## config.mk

```make
export PLATFORM = sky130hd
export DESIGN_NAME = delay_prog
export DESIGN_NICKNAME = d
export VERILOG_FILES = /design/src/rtl/delay_prog_pkg.sv /design/src/rtl/delay_prog_ch.sv /design/src/rtl/delay_prog.sv
export SDC_FILE = /design/constraint.sdc
export NUM_CORES = 1
export LEC_CHECK = 0
export CORE_MARGIN = 5
export CORE_UTILIZATION = 55
export DETAILED_ROUTE_END_ITERATION = 12
export PLACE_DENSITY = 0.85
export SLEW_MARGIN = 15
export SYNTH_ARGS = -nofsm -noshare
export SYNTH_HDL_FRONTEND = slang
export SYNTH_HIERARCHICAL = 1
export SYNTH_SLANG_ARGS = --single-unit
```

## constraint.sdc

```tcl
create_clock -name clk -period 2.85 [get_ports clk]
set_clock_uncertainty 0.2 [all_clocks]
set_input_delay 0.57 -clock clk [delete_from_list [all_inputs] [get_ports clk]]
set_output_delay 0.57 -clock clk [all_outputs]
set_load 0.02 [all_outputs]
```

## src/rtl/delay_prog_pkg.sv

```systemverilog
// Shared definitions for the programmable edge-delay cell: edge-mode encodings
// and the per-channel state type.
package delay_prog_pkg;

  localparam logic [1:0] MODE_RISE = 2'b00;
  localparam logic [1:0] MODE_FALL = 2'b01;
  localparam logic [1:0] MODE_BOTH = 2'b10;
  localparam logic [1:0] MODE_BYP  = 2'b11;

  typedef enum logic {
    STABLE = 1'b0,
    COUNT  = 1'b1
  } state_e;

endpackage

```

## src/rtl/delay_prog_ch.sv

```systemverilog
// One delay channel: registered input sample, edge classifier and a counting FSM
// that forwards an edge only after it has held for the latched delay.
module delay_prog_ch
  import delay_prog_pkg::*;
#(
  parameter int   CNTW    = 8,
  parameter logic RST_VAL = 1'b0
) (
  input  logic            clk,
  input  logic            rst,
  input  logic            CELV,
  input  logic            CELG,
  input  logic            CELSUB,
  input  logic            i,
  input  logic [1:0]      mode,
  input  logic [CNTW-1:0] dly,
  output logic            o,
  output logic            busy
);

  logic            i_q;
  logic            o_q;
  logic            busy_q;
  state_e          state_q;
  logic [CNTW-1:0] cnt_q;
  logic [CNTW-1:0] cnt_d;
  logic [CNTW-1:0] dly_l_q;
  logic            delayed;
  logic            immediate;
  logic            unused_pins;

  // Supply pins exist only to keep the symbol compatible with the fixed cell.
  assign unused_pins = CELV ^ CELG ^ CELSUB;

  assign o     = o_q;
  assign busy  = busy_q;
  assign cnt_d = cnt_q + 1'b1;

  always_comb begin
    delayed   = 1'b0;
    immediate = 1'b0;
    unique case (mode)
      MODE_RISE: delayed = i_q & ~o_q;
      MODE_FALL: delayed = ~i_q & o_q;
      MODE_BOTH: delayed = i_q ^ o_q;
      default:   delayed = 1'b0;
    endcase
    immediate = ((i_q ^ o_q) & ~delayed) | (mode == MODE_BYP);
  end

  always_ff @(posedge clk) begin
    if (rst) begin
      i_q     <= RST_VAL;
      o_q     <= RST_VAL;
      busy_q  <= 1'b0;
      state_q <= STABLE;
      cnt_q   <= '0;
      dly_l_q <= '0;
    end else begin
      i_q <= i;
      unique case (state_q)
        STABLE: begin
          if (i_q != o_q) begin
            if (immediate) begin
              o_q <= i_q;
            end else begin
              state_q <= COUNT;
              cnt_q   <= '0;
              dly_l_q <= dly;
              busy_q  <= 1'b1;
            end
          end
        end
        COUNT: begin
          // A level that returns before the count expires is dropped as a glitch.
          if (i_q == o_q) begin
            state_q <= STABLE;
            busy_q  <= 1'b0;
          end else if (immediate || cnt_q == dly_l_q) begin
            o_q     <= i_q;
            state_q <= STABLE;
            busy_q  <= 1'b0;
          end else begin
            cnt_q <= cnt_d;
          end
        end
        default: begin
          state_q <= STABLE;
          busy_q  <= 1'b0;
        end
      endcase
    end
  end

endmodule

```

## src/rtl/delay_prog.sv

```systemverilog
// NCH independent programmable edge-delay channels with per-channel mode and
// delay count; each channel is a delay_prog_ch instance.
module delay_prog
  import delay_prog_pkg::*;
#(
  parameter int   NCH     = 2,
  parameter int   CNTW    = 8,
  parameter logic RST_VAL = 1'b0
) (
  input  logic                clk,
  input  logic                rst,
  input  logic                CELV,
  input  logic                CELG,
  input  logic                CELSUB,
  input  logic [NCH-1:0]      i,
  input  logic [2*NCH-1:0]    mode,
  input  logic [CNTW*NCH-1:0] dly,
  output logic [NCH-1:0]      o,
  output logic [NCH-1:0]      busy
);

  for (genvar n = 0; n < NCH; n++) begin : g_ch
    delay_prog_ch #(
      .CNTW   (CNTW),
      .RST_VAL(RST_VAL)
    ) u_ch (
      .clk   (clk),
      .rst   (rst),
      .CELV  (CELV),
      .CELG  (CELG),
      .CELSUB(CELSUB),
      .i     (i[n]),
      .mode  (mode[2*n+1:2*n]),
      .dly   (dly[CNTW*n+CNTW-1:CNTW*n]),
      .o     (o[n]),
      .busy  (busy[n])
    );
  end

endmodule
```

==> results of run 1 <==
[final cells by class]
type | instances | area share (%)
clock inverters | 1 | 1.18
clock buffers | 7 | 3.80
repair buffers | 31 | 11.8
flip-flops and latches | 40 | 31.6
inverters | 8 | 1.18
well taps | 48 | 2.37
multi-input cells | 152 | 48.1
[cell usage after synthesis, drive strengths merged]
master and n:
a211oi 4, a21oi 4, and3 2, buf 2, clkbuf 4, dfxtp 40
ha 6, inv 8, mux2i 26, nand2 14, nand3 2, nand3b 6
nand4 10, nor2 24, nor2b 2, nor3 2, o2111ai 2, o211ai 4
o21ai 4, o21bai 2, o31a 2, o31ai 2, o41ai 4, or2 2
or3 10, or4 2, xnor2 16
[metrics by stage]
step	power, mW	utilization [%]	instance area (µm²)
5_1_grt	1.29	69.3	2540
3_5_place_dp	0.749	65.8	2410
2_1_floorplan	0.691	-	2080
6_report	1.24	69.3	2540
4_1_cts	1.25	69.3	2540
3_3_place_gp	0.746	65.8	2410
[registers in the layout, indices dropped and copies added, names as in the netlist]
signal             count
g_ch.u_ch/cnt_q       16
g_ch.u_ch/dly_l_q     16
g_ch.u_ch/busy         2
g_ch.u_ch/i_q          2
g_ch.u_ch/o            2
g_ch.u_ch/state_q      2
[cell families after synthesis]
family	after synthesis	synth area share (%)
flops	40	38.5
simple gates	76	21.4
xor+xnor	16	6.74
compound gates	28	14.3
buf+inv	14	2.89
fa+ha+maj	6	3.61
mux	26	12.5
[critical path: stages]
cell and delay [ps]:
clkdlybuf4s50_1 460, o21bai_4 220, a211oi_4 350, buf_4 260
mux2i_1 220, nor2_1 60
[power by group]
group | internal (mW) | switching, mW
sequential | 0.571 | 0.00916
clock | 0.309 | 0.193
combinational | 0.0793 | 0.0756
total | 0.959 | 0.278
[worst max-delay path by stage]
stage / startpoint / endpoint / slack [ps] / cells past startpoint
after floorplan: g_ch[0].u_ch/o / g_ch[0].u_ch/cnt_q[2] / 870 / 7
after global routing: mode[2] / g_ch[1].u_ch/dly_l_q[2] / 570 / 6
final: mode[2] / g_ch[1].u_ch/dly_l_q[3] / 700 / 6
after global placement: mode[2] / g_ch[1].u_ch/dly_l_q[0] / 420 / 6
after CTS: mode[2] / g_ch[1].u_ch/dly_l_q[3] / 690 / 6
after detailed placement: mode[2] / g_ch[1].u_ch/dly_l_q[3] / 380 / 6
[metal layers]
layer / GRT usage [%] / share of wire [%] / vias up / wire [µm]
met3: 5.33 / 3.7 / 7 / 141
met1: 18.7 / 44 / 728 / 1670
met5: 0 / 0 / - / 0
li1: - / - / 800 / -
met2: 29.0 / 51 / 19 / 1930
met4: 5.64 / 1.4 / 0 / 54
==> results.toml, run 1 <==
[flow_run]
maxCapViolCount = 0

[drt]
wl_um = 3790
ant_nets = 0
wl_per_cell_um = 13.2
vias = 1554
drt-pass1-iter-count = 4
viasPerCell = 5.41
drc_errors = 0
drt_iter0_drc = 95

[clock_network]
cts_post_setup_buffers_inserted = 0
htree_levels = 2
hold_buffers = 0
cts_tree = "built"
clkTransAtPathRegs_ps = 70
clockBufferDepth = 2
clock-sinks = 40
cts_resized = 0
cts_inserted_buffers = 5
clock_latency_ps = 290
cts_root_buf = "clkbuf_8"

[final_layout]
final_common_cell = "dfxtp_1"
diodes = 0
mostFrequentLayoutCells = "dfxtp_1, clkdlybuf4s50_1, mux2i_1, nor2_1, xnor2_1"
multi_input_area_um2 = 1220
regArea_um2 = 801
fin_cells = 287
syn_to_final_growth_pct = 22.0
drive_gt1_share_pct = 12.6
final_net_count = 271
fillers = 289

[sta]
period_share_pct = 75.6
post-route-worst-setup-slack_ps = 695
grt_setup_unrepaired = "false"
setup_tns_ps = 0
worstMarginPinSlew_ps = 418
drv_slew = 0
setup_viol = 0
whs_ps = 288
max-slew-margin-rel_pct = 72.0
hold_violations = 0
fmax_ghz = 0.464
period_minus_slack_ps = 2150

[place]
dp.cells = 279
gp_congestion = 0.803
place_ws_ps = 381
hpwl_um = 2830
port_buffers = 27

[grt]
antenna_found_initial = 0
overflow = 0
grt_pass1_vias = 1547
grt_usage_pct = 16.5
grt_pass1_wl_um = 6710
grt_max_degree = 30

[synthesis]
synth_cell_type_count = 32
netlist_area_um2 = 2080
yosysSeqAreaShare_pct = 38.5
synth.avg_cell_area_um2 = 10.1
ys_top_cells_by_area = "dfxtp_1, mux2i_1, xnor2_1"
yosysTopAreaCellShare_pct = 38.5
ys_ff_latch = 40
yosysWarnings = 6
synth_largest_area_cell = "dfxtp_1"
synth_cells = 206
synth.net_count = 239

[power]
vdd_ir_drop_max_uv = 347
leakagePower_nw = 0.918
p_per_area_nw_per_um2 = 488

[floorplanning]
die_w_um = 71.5
ios = 31
rows = 22
start_util_pct = 56.8
die_h_um = 71.5
die-area_um2 = 5110
coreArea_um2 = 3660

[worst_setup_path]
critPathKind = "input pin to register"
r2r_cells = 6
cp_data_required_time_ps = 2830
worst_ep_arrival_time_ps = 2130
rrSetupSlack_ps = 860
timing.rr.start = "g_ch[1].u_ch/o"
cp_max_fo = 11
endpoint_kind = "register"
regToRegEndpoint = "g_ch[1].u_ch/cnt_q[2]"
cp-start-kind = "input pin"

[hold_path]
whs_endpoint = "g_ch[1].u_ch/cnt_q[7]"
holdCritStartpoint = "g_ch[1].u_ch/cnt_q[7]"
hold_path.class = "register to register"
holdPathStages = 2

[run_status]
status = "finished clean"
Note: power is estimated with default switching activity, not from simulation.
==> run 2: changes to the inputs <==
- CORE_UTILIZATION: 55 -> 53
- PLACE_DENSITY: 0.85 -> 0.82
- clock period: 2.85 -> 2.2 ns (I/O delays scaled with it)
==> results.toml, run 2 (synthesis results as in run 1) <==
[place]
port_buffers = 27
gp_congestion = 0.848
hpwl_um = 3100
place_ws_ps = -115
placed_cell_area_um2 = 2460

[drt]
drt-pass1-iter-count = 4
wl_um = 4120
vias = 1599
drc_errors = 0
viasPerCell = 5.49
ant_nets = 0
drt_iter0_drc = 134
wl_per_cell_um = 14.2

[worst_setup_path]
critPathMaxStageDelay_ps = 530
path_cells = "clkdlybuf4s50_1 > o21bai_4 > a211oi_4 > or2_0 > or4_1 > nand2_1"
crit_buf_inv = 1
timing.rr.start = "g_ch[1].u_ch/o"
crit_slowest_cell = "clkdlybuf4s50_1"
cp-start-kind = "input pin"
rrSetupSlack_ps = 200
endpoint_kind = "register"
cp_data_required_time_ps = 2240
path_delay_family = "simple AND/OR/NAND/NOR gates"
cp.depth = 6
cp_max_fo = 3
critPathKind = "input pin to register"
r2r_cells = 7
regToRegEndpoint = "g_ch[1].u_ch/cnt_q[2]"
worst_ep_arrival_time_ps = 2050

[sta]
max-slew-margin-rel_pct = 71.8
drv_slew = 0
post-route-worst-setup-slack_ps = 182
setup_viol = 0
setup_tns_ps = 0
fmax_ghz = 0.496
grt_setup_unrepaired = "false"
period_minus_slack_ps = 2020
hold_violations = 0
whs_ps = 296
period_share_pct = 91.7
worstMarginPinSlew_ps = 421

[floorplanning]
coreArea_um2 = 3740
rows = 22
start_util_pct = 55.5
die_w_um = 72.6
die-area_um2 = 5280
ios = 31
die_h_um = 72.6

[clock_network]
cts_inserted_buffers = 5
htree_levels = 2
cts_root_buf = "clkbuf_8"
hold_buffers = 0
clock_latency_ps = 290
cts_post_setup_buffers_inserted = 0
cts_tree = "built"
clkTransAtPathRegs_ps = 80
clockBufferDepth = 2
cts_resized = 0
clock-sinks = 40

[grt]
overflow = 0
grt_pass1_vias = 1579
antenna_found_initial = 0
grt_pass1_wl_um = 7240
grt_max_degree = 37
grt_usage_pct = 17.4

[final_layout]
diodes = 0
final_net_count = 275
mostFrequentLayoutCells = "dfxtp_1, clkdlybuf4s50_1, mux2i_1, nor2_1, xnor2_1"
final_area_um2 = 2590
top_regs = "g_ch.u_ch/cnt_q: 16 flops, g_ch.u_ch/dly_l_q: 16 flops"
drive_gt1_share_pct = 14.0
syn_to_final_growth_pct = 24.4
final_common_cell = "dfxtp_1"

[hold_path]
hold_path.class = "register to register"
holdPathStages = 2
holdCritStartpoint = "g_ch[1].u_ch/cnt_q[7]"
whs_endpoint = "g_ch[1].u_ch/cnt_q[7]"

[power]
p_per_area_nw_per_um2 = 616
vdd_ir_drop_max_uv = 536
leakagePower_nw = 0.941

[flow_run]
maxCapViolCount = 0

[run_status]
status = "finished clean"
-- run 2: changes by cell type in the layout (fill, tap and decap cells not counted), sizes merged --
cell,previous run,this run
clkbuf,7,6
clkinv,0,1
buf,4,8
-- run 2: final cells by class --
cell class,count,area [µm²]
Multi-Input combinational cell,152,1220
Fill cell,307,1160
Sequential cell,40,801
Timing Repair Buffer,35,355
Clock buffer,6,82.6
Tap cell,48,60.1
Clock inverter,2,38.8
Inverter,8,30.0
-- run 2: worst reg2reg max path, cell delays in order, from the launching register on --
cell,delay [ps]
dfxtp_1,390
inv_1,60
ha_1,220
o21bai_4,180
a211oi_4,110
or2_0,250
or4_1,470
nand2_1,70
-- run 2: worst max-delay path by stage --
stage / from / endpoint / slack (ps)
final: mode[2] / g_ch[1].u_ch/cnt_q[2] / 180
after global routing: g_ch[0].u_ch/o / g_ch[0].u_ch/cnt_q[3] / 50
after CTS: mode[2] / g_ch[1].u_ch/cnt_q[2] / 190
after detailed placement: mode[0] / g_ch[0].u_ch/cnt_q[7] / -110
after global placement: mode[2] / g_ch[1].u_ch/cnt_q[2] / -80
after floorplan: g_ch[0].u_ch/o / g_ch[0].u_ch/cnt_q[2] / 220
-- run 2: metrics by stage --
step	cells	total power [mW]	util, %
final	291	1.59	69.1
after floorplan	206	0.896	-
after global placement	283	0.977	65.8
after detailed placement	283	0.984	65.8
after CTS	291	1.61	69.1
after global routing	291	1.67	69.1
-- run 2: report_power, final --
group	switching, mW	internal, mW
logic	0.103	0.111
clock network	0.256	0.371
registers	0.0127	0.740
-- run 2: layer usage --
| layer | wire length [µm] | track usage (%) | vias up |
|---|---|---|---|
| met1 | 1930 | 22.7 | 746 |
| met4 | 24 | 5.33 | 0 |
| met5 | 0 | 0 | - |
| met2 | 1930 | 28.8 | 40 |
| met3 | 238 | 3.72 | 4 |
| li1 | - | - | 809 |
==> RTL edit 1: new RTL, flow settings as in run 1 <==
Register the inputs `CELV`, `CELG`, `CELSUB`, `i`, `mode` and `dly` before use, without a reset. The logic sees them one clock later.
--- a/src/rtl/delay_prog.sv
+++ b/src/rtl/delay_prog.sv
@@ -19,6 +19,22 @@
   output logic [NCH-1:0]      busy
 );
 
+  logic CELV_q;
+  logic CELG_q;
+  logic CELSUB_q;
+  logic [NCH-1:0] i_r;
+  logic [2*NCH-1:0] mode_q;
+  logic [CNTW*NCH-1:0] dly_q;
+
+  always_ff @(posedge clk) begin
+      CELV_q   <= CELV;
+      CELG_q   <= CELG;
+      CELSUB_q <= CELSUB;
+      i_r      <= i;
+      mode_q   <= mode;
+      dly_q    <= dly;
+  end
+
   for (genvar n = 0; n < NCH; n++) begin : g_ch
     delay_prog_ch #(
       .CNTW   (CNTW),
@@ -26,12 +42,12 @@
     ) u_ch (
       .clk   (clk),
       .rst   (rst),
-      .CELV  (CELV),
-      .CELG  (CELG),
-      .CELSUB(CELSUB),
-      .i     (i[n]),
-      .mode  (mode[2*n+1:2*n]),
-      .dly   (dly[CNTW*n+CNTW-1:CNTW*n]),
+      .CELV  (CELV_q),
+      .CELG  (CELG_q),
+      .CELSUB(CELSUB_q),
+      .i     (i_r[n]),
+      .mode  (mode_q[2*n+1:2*n]),
+      .dly   (dly_q[CNTW*n+CNTW-1:CNTW*n]),
       .o     (o[n]),
       .busy  (busy[n])
     );
Formal check against the unedited RTL: not equivalent (Yosys sat finds a counterexample within 4 cycles, from zero or initial values and one cycle with rst high).
==> RTL edit 1 against run 1 <==
  * Sequential cell count is 22 higher
  * Clock power is 50% higher
  * Non-clock buffer count stayed put
  * Setup slack better by 0.070 ns
  * Register-to-register slack worse by 0.07 ns
  * Combinational power is 3% higher
  * Final cell count is 12% higher
  * Critical path depth is 5 lower
  * Wire length is 16% higher
  * Final area is 20% higher
  * Total power is 48% higher
  * Synthesized area is 21% higher
  * Critical path type is now reg -> out
  * Critical endpoint is now o[1]
  * Largest cell class is now flip-flops and latches
  * Highest routed layer unchanged
==> RTL edit 1: results (changes against run 1) <==
metric;value;unit;change
cts.repair.resized;0;;unchanged
htreeDepth;3;;+1
dp_hpwl;3.09;mm;+9.0%
p_switching;0.401;mW;+44%
gp_congestion;0.793;;-1.2%
drt-pass1-iter-count;4;;unchanged
cts_setup_buffers;0;;unchanged
antenna_cells;0;;unchanged
grt_pass1_vias;1631;;+5.4%
crit_family;buffers and inverters;;
clk_latency;0.33;ns;+0.04 ns
grt_use_total;15.9;%;-0.65 points
io_buffers;27;;unchanged
relSlewSlack;69.8;%;-2.2 points
dpl_worst_slack;0.684;ns;+0.304 ns
grt_pass1_wl;7.61;mm;+13%
clk_pin_slew_worst_paths;0.06;ns;
drv_cap;0;;unchanged
drtIter0Drc;61;;-36%
fillCellCount;334;;+16%
cts.path.max_buffers;2;;unchanged
top_regs;dly_q (16), g_ch.u_ch/cnt_q (16), g_ch.u_ch/dly_l_q (16);;
arrival;1.31;ns;-0.82 ns
status;finished, final reports clean;;
reg2reg_slack;0.79;ns;-0.07 ns
cp_slowest_cell;clkdlybuf4s50_1;;
root_buffer;clkbuf_8;;
num-nets-final;297;;+9.6%
slowest_delay;0.62;ns;+0.16 ns
antenna_found_initial;0;;unchanged
leakage;1.15;nW;+25%
syn_nets;261;;+9.2%
cts-buffers-inserted;9;;+4
fin_crit_sh;73.2;%;-2.4 points
worst-path-max-fanout;4;;-7
ir_worst_vdd;372;uV;+7.4%
num_vias;1746;;+12%
routed_wl;4.41;mm;+16%
grt_max_degree;21;;-30%
drive_above_1_share;13.8;%;+1.2 points
fin_hold_ws;0.233;ns;-0.0552 ns
[RTL edit 1: path summary, 6_finish.rpt]
check                         startpoint                        endpoint  cells after the start
min                       i_r[1]$_DFF_P_     g_ch[1].u_ch/i_q$_SDFF_PP0_                      1
max          g_ch[1].u_ch/o$_SDFFE_PP0P_                            o[1]                      1
min reg2reg               i_r[1]$_DFF_P_     g_ch[1].u_ch/i_q$_SDFF_PP0_                      1
max reg2reg  g_ch[0].u_ch/o$_SDFFE_PP0P_  g_ch[0].u_ch/busy$_SDFFE_PP0P_                      6
[RTL edit 1: per-stage QoR]
stage,instances,power [mW],instance area [sq um],utilization (%)
after floorplan,228,1.03,2520,-
after global placement,305,1.08,2860,64.7
after detailed placement,305,1.09,2860,64.7
after CTS,321,1.85,3060,69.2
after global routing,321,1.91,3060,69.2
final,321,1.83,3060,69.2
[RTL edit 1: layer usage]
metal  GRT usage, %  wire (microns)  vias up
met4           8.76              97        0
met5              0               0        -
met1           20.8            2040      817
li1               -               -      879
met3           4.86             253        8
met2           23.1            2020       42
[RTL edit 1: layout make-up]
class | count | area share, %
Sequential cell | 62 | 40.6
Multi-Input combinational cell | 152 | 39.9
Timing Repair Buffer | 31 | 9.83
Clock buffer | 12 | 5.08
Tap cell | 52 | 2.13
Clock inverter | 4 | 1.47
Inverter | 8 | 0.983
[RTL edit 1: power by group through the flow]
stage                     clock network, mW  registers (mW)  logic [mW]
after floorplan                           0           0.932       0.100
after global placement                    0           0.931       0.153
after detailed placement                  0           0.932       0.158
after CTS                             0.779           0.913       0.160
after global routing                  0.824           0.915       0.173
final                                 0.753           0.913       0.159
==> RTL edit 2: new RTL, flow settings as in run 1 <==
Made on the original files. `RST_VAL` is set to 1'b0 in 2 places; all go to 1'b1.
--- a/src/rtl/delay_prog_ch.sv
+++ b/src/rtl/delay_prog_ch.sv
@@ -4,7 +4,7 @@
   import delay_prog_pkg::*;
 #(
   parameter int   CNTW    = 8,
-  parameter logic RST_VAL = 1'b0
+  parameter logic RST_VAL = 1'b1
 ) (
   input  logic            clk,
   input  logic            rst,
--- a/src/rtl/delay_prog.sv
+++ b/src/rtl/delay_prog.sv
@@ -5,7 +5,7 @@
 #(
   parameter int   NCH     = 2,
   parameter int   CNTW    = 8,
-  parameter logic RST_VAL = 1'b0
+  parameter logic RST_VAL = 1'b1
 ) (
   input  logic                clk,
   input  logic                rst,
Function: changed (a bounded check fails within 4 cycles, from zero or initial values and one cycle with rst high).
==> RTL edit 2 against run 1 <==
  * Global-route usage fell by 2.1 points
  * Non-clock buffer count down 1
  * Largest power group unchanged
  * Synthesized area down 0.36%
  * Final area shrank 1.5%
  * Sequential cell count unchanged
  * Largest cell class unchanged
  * Total power down 9.6%
  * Utilization down 1.1 points
  * Count of clock-buffer cells in the layout up 1
  * Wire length is 2.2% lower
  * Setup slack better by 0.038 ns
  * Critical path depth unchanged
  * Sequential power barely moved
==> RTL edit 2: results (changes against run 1) <==
metric;value;unit;change
worst_slew_pin_slew;0.319;ns;-0.0990 ns
synth.top_cells.by_count;dfxtp_1 (40), nor2_1 (26), mux2i_1 (24), nand2_1 (16), xnor2_1 (16);;
worst-path-max-fanout;7;;-4
fillCellCount;301;;+4.2%
ir_worst_vdd;311;uV;-10%
pg_clk;0.375;mW;-25%
min-delay-start;g_ch[0].u_ch/cnt_q[7]$_SDFFE_PP0P_;;
grt_use_total;14.4;%;-2.1 points
powerDensity;448;mW/mm^2;-8.2%
synth.yosys.seq_area_share;38.6;%;+0.14 points
synthMuxAreaShare;11.6;%;-0.92 points
crit_family;compound AO/OA/AOI/OAI gates;;
reg2reg_depth;7;;+1
reg2reg_slack;0.91;ns;+0.05 ns
grt_max_degree;41;;+37%
drtIter0Drc;86;;-9.5%
sw_frac_of_total;23.7;%;+1.2 points
synth-xor-area-share;6.76;%;+0.024 points
gp_congestion;0.835;;+4.1%
dp_cells;282;;+1.1%
dp_hpwl;2.73;mm;-3.5%
fin_ws;0.734;ns;+0.0381 ns
num-nets-final;274;;+1.1%
comb-power;0.161;mW;+4%
syn_nets;243;;+1.7%
status;finished, final reports clean;;
drive_above_1_share;12.8;%;+0.26 points
syn-instance-count;210;;+1.9%
routed_wl;3.71;mm;-2.2%
dpl_worst_slack;0.428;ns;+0.0479 ns
timing.rr.start;g_ch[1].u_ch/o$_SDFFE_PP1P_;;
synthDistinctLibCells;35;;+9.4%
placed_area;0.00241;sq mm;-0.10%
synth.area.top_cells;dfxtp_1 (39%), mux2i_1 (12%), xnor2_1 (6.8%);;
synth_compound_area_share;14.5;%;+0.17 points
synthAdderAreaFrac;3.62;%;+0.013 points
grt_pass1_wl;5.97;mm;-11%
==> RTL edit 2: cell count changes in the layout (fill, tap and decap cells not counted), moves of 4 or more <==
cell and delta:
a21boi_1 +4, o211ai_1 -4, o21ai_0 +4, o21ai_1 -4
==> RTL edit 2: routing by layer <==
| layer | up-vias | global-route usage [%] | share of wire [%] |
|---|---|---|---|
| met5 | - | 0 | 0 |
| met1 | 749 | 17.6 | 47 |
| li1 | 820 | - | - |
| met4 | 0 | 6.47 | 0.92 |
| met3 | 2 | 3.93 | 5.3 |
| met2 | 31 | 23.7 | 46 |
==> RTL edit 2: layout make-up <==
cell class / instances / area [sq um] / share of cell area (%)
Inverter: 6 / 22.5 / 0.902
Timing Repair Buffer: 30 / 305 / 12.2
Multi-Input combinational cell: 158 / 1220 / 48.8
Tap cell: 48 / 60.1 / 2.40
Clock buffer: 8 / 90.1 / 3.61
Sequential cell: 40 / 801 / 32.1
